### src/rtl/pulse_pkg.sv
// Shared definitions for the pulse interval monitor: readout select codes,
// FSM state encoding and default widths.
package pulse_pkg;

  localparam int CNT_W_DEF         = 16;
  localparam int WIN_W_DEF         = 8;
  localparam int WINDOW_CYCLES_DEF = 1024;

  localparam logic [2:0] RD_LAST_LO = 3'd0;
  localparam logic [2:0] RD_LAST_HI = 3'd1;
  localparam logic [2:0] RD_MIN_LO  = 3'd2;
  localparam logic [2:0] RD_MIN_HI  = 3'd3;
  localparam logic [2:0] RD_MAX_LO  = 3'd4;
  localparam logic [2:0] RD_MAX_HI  = 3'd5;
  localparam logic [2:0] RD_WIN     = 3'd6;
  localparam logic [2:0] RD_STATUS  = 3'd7;

  typedef enum logic {
    ST_IDLE = 1'b0,
    ST_RUN  = 1'b1
  } state_e;

endpackage

### src/rtl/pulse_interval_monitor_if.sv
// Bundle of control inputs and result outputs of the pulse interval monitor.
interface pulse_interval_monitor_if;
  import pulse_pkg::*;

  // There is no valid/ready pair. Inputs are sampled on every rising clk edge.
  // data_out is always valid and reflects rd_sel of the previous cycle.
  // win_valid is a one-cycle strobe marking a freshly closed window; the
  // consumer cannot stall it.
  logic       ena;
  logic       pulse_in;
  logic       clear;
  logic [2:0] rd_sel;
  logic [7:0] data_out;
  logic       win_valid;
  logic       ovf;
  state_e     dbg_state;

  modport master (
    output ena, pulse_in, clear, rd_sel,
    input  data_out, win_valid, ovf, dbg_state
  );

  modport slave (
    input  ena, pulse_in, clear, rd_sel,
    output data_out, win_valid, ovf, dbg_state
  );

endinterface

### src/rtl/pulse_edge_detect.sv
// Registers the incoming pulse and flags its rising edge.
// The register follows the input every cycle, independent of enable or clear,
// so a level held across a disable/enable boundary never looks like an edge.
module pulse_edge_detect (
  input  logic clk,
  input  logic rst_n,
  input  logic i_pulse,
  output logic o_rise
);

  logic r_pulse_q;

  // Previous-cycle copy of the pulse level.
  always_ff @(posedge clk) begin
    if (!rst_n) r_pulse_q <= 1'b0;
    else        r_pulse_q <= i_pulse;
  end

  assign o_rise = i_pulse & ~r_pulse_q;

endmodule

### src/rtl/pulse_interval_monitor.sv
// Characterises a pulse train: the interval between successive rising edges
// (last/min/max), the pulse count per fixed window, and a registered byte
// readout of all results.
module pulse_interval_monitor
  import pulse_pkg::*;
#(
  parameter int CNT_W         = CNT_W_DEF,
  parameter int WINDOW_CYCLES = WINDOW_CYCLES_DEF,
  parameter int WIN_W         = WIN_W_DEF
) (
  input  logic                     clk,
  input  logic                     rst_n,
  pulse_interval_monitor_if.slave  bus
);

  localparam int                TW       = (WINDOW_CYCLES > 1) ? $clog2(WINDOW_CYCLES) : 1;
  localparam logic [CNT_W-1:0]  CNT_MAX  = {CNT_W{1'b1}};
  localparam logic [CNT_W-1:0]  CNT_ONE  = CNT_W'(1);
  localparam logic [WIN_W-1:0]  WIN_MAX  = {WIN_W{1'b1}};
  localparam logic [TW-1:0]     WIN_LAST = TW'(WINDOW_CYCLES - 1);

  logic             w_rise;
  state_e           r_state;
  state_e           w_state_nxt;
  logic             w_start;
  logic             w_capture;
  logic             w_count;
  logic [CNT_W-1:0] r_ivl_cnt;
  logic [CNT_W-1:0] r_last_ivl;
  logic [CNT_W-1:0] r_min_ivl;
  logic [CNT_W-1:0] r_max_ivl;
  logic             r_ovf;
  logic [TW-1:0]    r_win_timer;
  logic [WIN_W-1:0] r_win_cnt;
  logic [WIN_W-1:0] r_win_result;
  logic [WIN_W-1:0] w_win_sum;
  logic             r_win_valid;
  logic [7:0]       w_rd_mux;
  logic [7:0]       r_data_out;
  logic [15:0]      w_last16;
  logic [15:0]      w_min16;
  logic [15:0]      w_max16;

  pulse_edge_detect u_edge (
    .clk     (clk),
    .rst_n   (rst_n),
    .i_pulse (bus.pulse_in),
    .o_rise  (w_rise)
  );

  // FSM state register; clear returns to IDLE and wins over any rise.
  always_ff @(posedge clk) begin
    if (!rst_n || bus.clear) r_state <= ST_IDLE;
    else                     r_state <= w_state_nxt;
  end

  // FSM next state and the interval-counter controls it produces.
  always_comb begin
    w_state_nxt = r_state;
    w_start     = 1'b0;
    w_capture   = 1'b0;
    w_count     = 1'b0;
    if (bus.ena) begin
      case (r_state)
        ST_IDLE: begin
          if (w_rise) begin
            w_state_nxt = ST_RUN;
            w_start     = 1'b1;
          end
        end
        ST_RUN: begin
          if (w_rise) w_capture = 1'b1;
          else        w_count   = 1'b1;
        end
        default: w_state_nxt = ST_IDLE;
      endcase
    end
  end

  // Interval counter and last/min/max statistics. The counter starts at 1 on
  // the rise cycle, so a captured value is the distance between rise cycles.
  always_ff @(posedge clk) begin
    if (!rst_n || bus.clear) begin
      r_ivl_cnt  <= '0;
      r_last_ivl <= '0;
      r_min_ivl  <= CNT_MAX;
      r_max_ivl  <= '0;
      r_ovf      <= 1'b0;
    end else begin
      if (w_start) r_ivl_cnt <= CNT_ONE;
      if (w_capture) begin
        r_last_ivl <= r_ivl_cnt;
        if (r_ivl_cnt < r_min_ivl) r_min_ivl <= r_ivl_cnt;
        if (r_ivl_cnt > r_max_ivl) r_max_ivl <= r_ivl_cnt;
        r_ivl_cnt <= CNT_ONE;
      end
      if (w_count) begin
        // Overflow is flagged only when the counter would have to exceed its
        // maximum, so an interval of exactly CNT_MAX is still exact.
        if (r_ivl_cnt == CNT_MAX) r_ovf     <= 1'b1;
        else                      r_ivl_cnt <= r_ivl_cnt + CNT_ONE;
      end
    end
  end

  // Saturating pulse count including a rise in the current cycle.
  assign w_win_sum = (w_rise && (r_win_cnt != WIN_MAX)) ? r_win_cnt + WIN_W'(1) : r_win_cnt;

  // Window timer and per-window pulse count; a rise on the boundary cycle
  // belongs to the window that is closing.
  always_ff @(posedge clk) begin
    if (!rst_n || bus.clear) begin
      r_win_timer  <= '0;
      r_win_cnt    <= '0;
      r_win_result <= '0;
      r_win_valid  <= 1'b0;
    end else if (bus.ena) begin
      r_win_valid <= (r_win_timer == WIN_LAST);
      if (r_win_timer == WIN_LAST) begin
        r_win_timer  <= '0;
        r_win_result <= w_win_sum;
        r_win_cnt    <= '0;
      end else begin
        r_win_timer <= r_win_timer + TW'(1);
        r_win_cnt   <= w_win_sum;
      end
    end else begin
      r_win_valid <= 1'b0;
    end
  end

  assign w_last16 = 16'(r_last_ivl);
  assign w_min16  = 16'(r_min_ivl);
  assign w_max16  = 16'(r_max_ivl);

  // Readout selection from current register contents.
  always_comb begin
    w_rd_mux = 8'h00;
    case (bus.rd_sel)
      RD_LAST_LO: w_rd_mux = w_last16[7:0];
      RD_LAST_HI: w_rd_mux = w_last16[15:8];
      RD_MIN_LO:  w_rd_mux = w_min16[7:0];
      RD_MIN_HI:  w_rd_mux = w_min16[15:8];
      RD_MAX_LO:  w_rd_mux = w_max16[7:0];
      RD_MAX_HI:  w_rd_mux = w_max16[15:8];
      RD_WIN:     w_rd_mux = 8'(r_win_result);
      RD_STATUS:  w_rd_mux = {r_ovf, (r_state == ST_RUN), 6'b0};
      default:    w_rd_mux = 8'h00;
    endcase
  end

  // Registered readout byte, one cycle behind rd_sel.
  always_ff @(posedge clk) begin
    if (!rst_n || bus.clear) r_data_out <= 8'h00;
    else                     r_data_out <= w_rd_mux;
  end

  assign bus.data_out  = r_data_out;
  assign bus.win_valid = r_win_valid;
  assign bus.ovf       = r_ovf;
  assign bus.dbg_state = r_state;

endmodule

### src/flat_wrapper.sv
// flat-port wrapper written by rule: the top's interface ports become plain ports
module pulse_interval_monitor_flat import pulse_pkg::*;
#(
  parameter int CNT_W         = CNT_W_DEF,
  parameter int WINDOW_CYCLES = WINDOW_CYCLES_DEF,
  parameter int WIN_W         = WIN_W_DEF
)
  (clk, rst_n, bus_ena, bus_pulse_in, bus_clear, bus_rd_sel, bus_data_out, bus_win_valid, bus_ovf, bus_dbg_state);
  pulse_interval_monitor_if bus_i ();
  input  logic clk;
  input  logic rst_n;
  input wire logic [$bits(bus_i.ena)-1:0] bus_ena;
  input wire logic [$bits(bus_i.pulse_in)-1:0] bus_pulse_in;
  input wire logic [$bits(bus_i.clear)-1:0] bus_clear;
  input wire logic [$bits(bus_i.rd_sel)-1:0] bus_rd_sel;
  output wire logic [$bits(bus_i.data_out)-1:0] bus_data_out;
  output wire logic [$bits(bus_i.win_valid)-1:0] bus_win_valid;
  output wire logic [$bits(bus_i.ovf)-1:0] bus_ovf;
  output wire logic [$bits(bus_i.dbg_state)-1:0] bus_dbg_state;
  assign bus_i.ena = bus_ena;
  assign bus_i.pulse_in = bus_pulse_in;
  assign bus_i.clear = bus_clear;
  assign bus_i.rd_sel = bus_rd_sel;
  assign bus_data_out = bus_i.data_out;
  assign bus_win_valid = bus_i.win_valid;
  assign bus_ovf = bus_i.ovf;
  assign bus_dbg_state = bus_i.dbg_state;
  pulse_interval_monitor #(.CNT_W(CNT_W), .WINDOW_CYCLES(WINDOW_CYCLES), .WIN_W(WIN_W)) u_core (.clk(clk), .rst_n(rst_n), .bus(bus_i));
endmodule
### config.mk
export PLATFORM = sky130hd
export DESIGN_NAME = pulse_interval_monitor_flat
export DESIGN_NICKNAME = d
export VERILOG_FILES = /design/src/rtl/pulse_pkg.sv /design/src/rtl/pulse_interval_monitor_if.sv /design/src/rtl/pulse_edge_detect.sv /design/src/rtl/pulse_interval_monitor.sv /design/src/flat_wrapper.sv
export SDC_FILE = /design/constraint.sdc
export NUM_CORES = 1
export LEC_CHECK = 0
export CAP_MARGIN = 20
export CELL_PAD_IN_SITES_DETAIL_PLACEMENT = 0
export CELL_PAD_IN_SITES_GLOBAL_PLACEMENT = 1
export CORE_ASPECT_RATIO = 0.8
export CORE_MARGIN = 2
export CORE_UTILIZATION = 47
export CTS_CLUSTER_DIAMETER = 120
export DETAILED_ROUTE_END_ITERATION = 6
export GPL_TIMING_DRIVEN = 1
export HOLD_SLACK_MARGIN = 0.1
export PLACE_DENSITY = 0.85
export REMOVE_ABC_BUFFERS = 1
export SYNTH_ARGS = -nofsm -noshare
export SYNTH_HDL_FRONTEND = slang
export SYNTH_SLANG_ARGS = --single-unit
### constraint.sdc
create_clock -name clk -period 2.7 [get_ports clk]
set_input_delay 0.54 -clock clk [delete_from_list [all_inputs] [get_ports clk]]
set_output_delay 0.54 -clock clk [all_outputs]
set_load 0.02 [all_outputs]
==> impl_results.md <==
- Number of global-route vias before repair: 4477
- CP Data Required Time: 2.97 ns
- Number of synthesized flops with an enable pin: 0
- Element type at the critical path end: flip-flop
- HPWL after DPL: 11.06 mm
- Site Rows: 35
- CTS tree: done
- Distinct cells, synth: 67
- CTS H-Tree Depth: 3
- Sum Neg Setup Slack: 0 ns
- DR iter-0 viols: 272
- CP max stage cell: o31ai_4
- Ys flop type: dfxtp_1
- F_max: 409.8 MHz
- CP startpoint: u_core.r_max_ivl[6]
- Crit path arrival time: 2.71 ns
- Hold Crit Start: u_core.r_last_ivl[2]
- #FFs+latches synth: 102
- Max VDD drop: 0.3548 mV
- Slowest stage delay, CP: 0.43 ns
- Mean Syn Cell Area: 8.188 sq um
- CORE AREA: 11600 sq um
- Total grt overflow: 0
- Syn Inst Count: 687
- Post_cts resized: 0
- Vias: 4922
- Clk buf depth: 2
- Leakage: 2.607 nW
- Worst R2R Start: u_core.r_max_ivl[6]
- Num CTS Buffers: 9
- Status: finished, final reports clean
- I/O Buffers: 18
- Initial antenna violation count: 0
- Global-route wire length before repair: 23.64 mm
- Initial DRT Pass Iterations: 4
- Area delta synth->final: 14.26%
- Final setup fails: 0
- Fin crit share: 90.38%
- Clk sink count: 102
- Final slew viol count: 0
- Asr flop ratio synth: 0%
- Post-Route WL: 14.81 mm
- Worst clock skew: 0.004827 ns
- Final GP Congestion: 0.8924
- Hold Crit Class: reg2reg
- Crit-path cells: inv_1 -> ha_1 -> a41oi_1 -> o21ai_1 -> a221o_1 -> o31ai_4 -> buf_4 -> mux2i_1
- Slew @ Worst Pin: 1.007 ns
- Post-CTS setup buffer count: 0
- CP Max Fanout: 7
- Die width: 126.3 um
- PwrDens: 487.8 nW/um^2
- Die height: 101.9 um
- Fillers: 1071
- Routed Antenna Nets: 0
- Final core utilization: 55.39%
- Max Cap Viol: 0
- Kind of critical path: reg2reg
- Register area share after synthesis: 36.30%
- Post-Syn Area: 5625 sq um
- # hold bufs at CTS: 0
- Nets: 753
- Endpoints failing hold: 0
- Residual DRC count: 0
- Clk_lat worst skew: 0.34 ns
- DP Area: 6106 sq um
- Wirelength per Cell: 17.14 um
- Vias per Instance: 5.697
- Layout cell share with drive strength beyond 1: 9.497%
- GRT Total Usage: 23.48%
- Full die area: 12870 sq um
- Slew HR: 32.31%
- Largest net degree at the start of global routing: 44
- Worst-path clk slew: 0.07 ns
- Period minus WS final: 2.440 ns
- # IOs: 19
- Final instance area: 6427 sq um
- Synth Warn #: 0
- Critical Path Start Type: flip-flop
- Initial Utilization: 48.47%
- RSZ-0062 raised after global routing: false
- Diode count: 0
- Clock root buffer: clkbuf_16
metrics by stage:
step                      cells  setup WS (ns)  total power [mW]  hold slack, ns
after global placement      848         0.2930             1.754          0.4392
after detailed placement    848         0.2473             1.756          0.4449
after CTS                   864         0.2694             3.165          0.4547
after global routing        864         0.1307             3.249          0.4812
after floorplan             643        0.08553             1.655          0.4332
final                       864         0.2598             3.135          0.4530
area by class of cell:
class	count	area (sq um)	area share, %
Tap cell	148	185.2	2.881
Clock inverter	6	92.59	1.441
Inverter	37	138.9	2.161
Timing Repair Buffer	57	510.5	7.942
Clock buffer	10	229.0	3.562
Sequential cell	102	2042	31.77
Multi-Input combinational cell	504	3229	50.24
logic make-up (layout without fill, tap and decap cells):
| kind of cell | after synthesis | after routing | share of synthesized area [%] |
|---|---|---|---|
| XOR/XNOR | 14 | 14 | 2.180 |
| AO/OA/AOI/OAI | 145 | 145 | 17.37 |
| AND/OR/NAND/NOR | 266 | 266 | 22.09 |
| buffers and inverters | 81 | 110 | 6.472 |
| flip-flops | 102 | 102 | 36.30 |
| multiplexers | 45 | 45 | 8.029 |
| adder cells (fa/ha/maj) | 34 | 34 | 7.562 |
critical path: cells and delay by family (launching register included):
family | cells | cell delay [ns]
compound gates | 4 | 1.11
fa+ha+maj | 1 | 0.33
buf+inv | 2 | 0.33
flops | 1 | 0.39
mux | 1 | 0.20
cells in the final DEF (no fill, tap or decap), types with 4 or more instances in the layout:
master,n
buf_4,36
a31oi_1,9
a22oi_1,4
o21ai_0,14
and2_1,4
a311oi_1,4
nand2_1,95
o21a_1,4
nor3_1,13
dfxtp_1,102
nand3_1,25
nand4_1,12
a221oi_1,5
nor2_1,67
nand2b_1,7
o21ai_1,6
a211oi_1,11
ha_1,34
nor2b_1,7
xnor2_1,6
clkdlybuf4s50_1,18
clkbuf_16,9
or3_1,7
mux2i_1,44
xor2_1,8
inv_1,36
a21oi_1,56
and3_1,14
power by group:
part / switching [mW] / internal [mW]
Sequential: 0.00550 / 1.51
Clock: 0.592 / 0.820
Combinational: 0.126 / 0.0798
synthesized netlist by cell type (all sizes together) (14+ instances only):
| master | n | area, sq um |
|---|---|---|
| ha | 34 | 425.4 |
| a21oi | 57 | 296.5 |
| and3 | 14 | 87.58 |
| nor2 | 67 | 251.5 |
| clkbuf | 29 | 110.1 |
| nand2 | 96 | 362.8 |
| inv | 37 | 138.9 |
| nor3 | 14 | 81.33 |
| dfxtp | 102 | 2042 |
| o21ai | 20 | 100.1 |
| buf | 15 | 115.1 |
| mux2i | 44 | 440.4 |
| nand3 | 25 | 125.1 |
state kept, by name, indices dropped and copies added (netlist names):
register and flops:
u_core.bus.data_out 8, u_core.bus.dbg_state 1, u_core.bus.ovf 1, u_core.bus.win_valid 1, u_core.r_ivl_cnt 16, u_core.r_last_ivl 16, u_core.r_max_ivl 16, u_core.r_min_ivl 16
u_core.r_win_cnt 8, u_core.r_win_result 8, u_core.r_win_timer 10, u_core.u_edge.r_pulse_q 1
routing by layer:
layer	GRT usage [%]	part of all wire (%)	up-vias
met4	5.664	0.86	0
met5	0	0	-
met3	6.021	6.5	9
met2	38.25	45	119
li1	-	-	2452
met1	31.63	47	2342
worst paths after layout:
check,end,cells past startpoint,slack (ns)
setup reg to reg,u_core.r_max_ivl[13],8,0.26
hold / removal,u_core.r_last_ivl[2],2,0.45
setup / recovery,u_core.r_max_ivl[13],8,0.26
hold reg to reg,u_core.r_last_ivl[2],2,0.45
(Power assumes the default switching activity.)
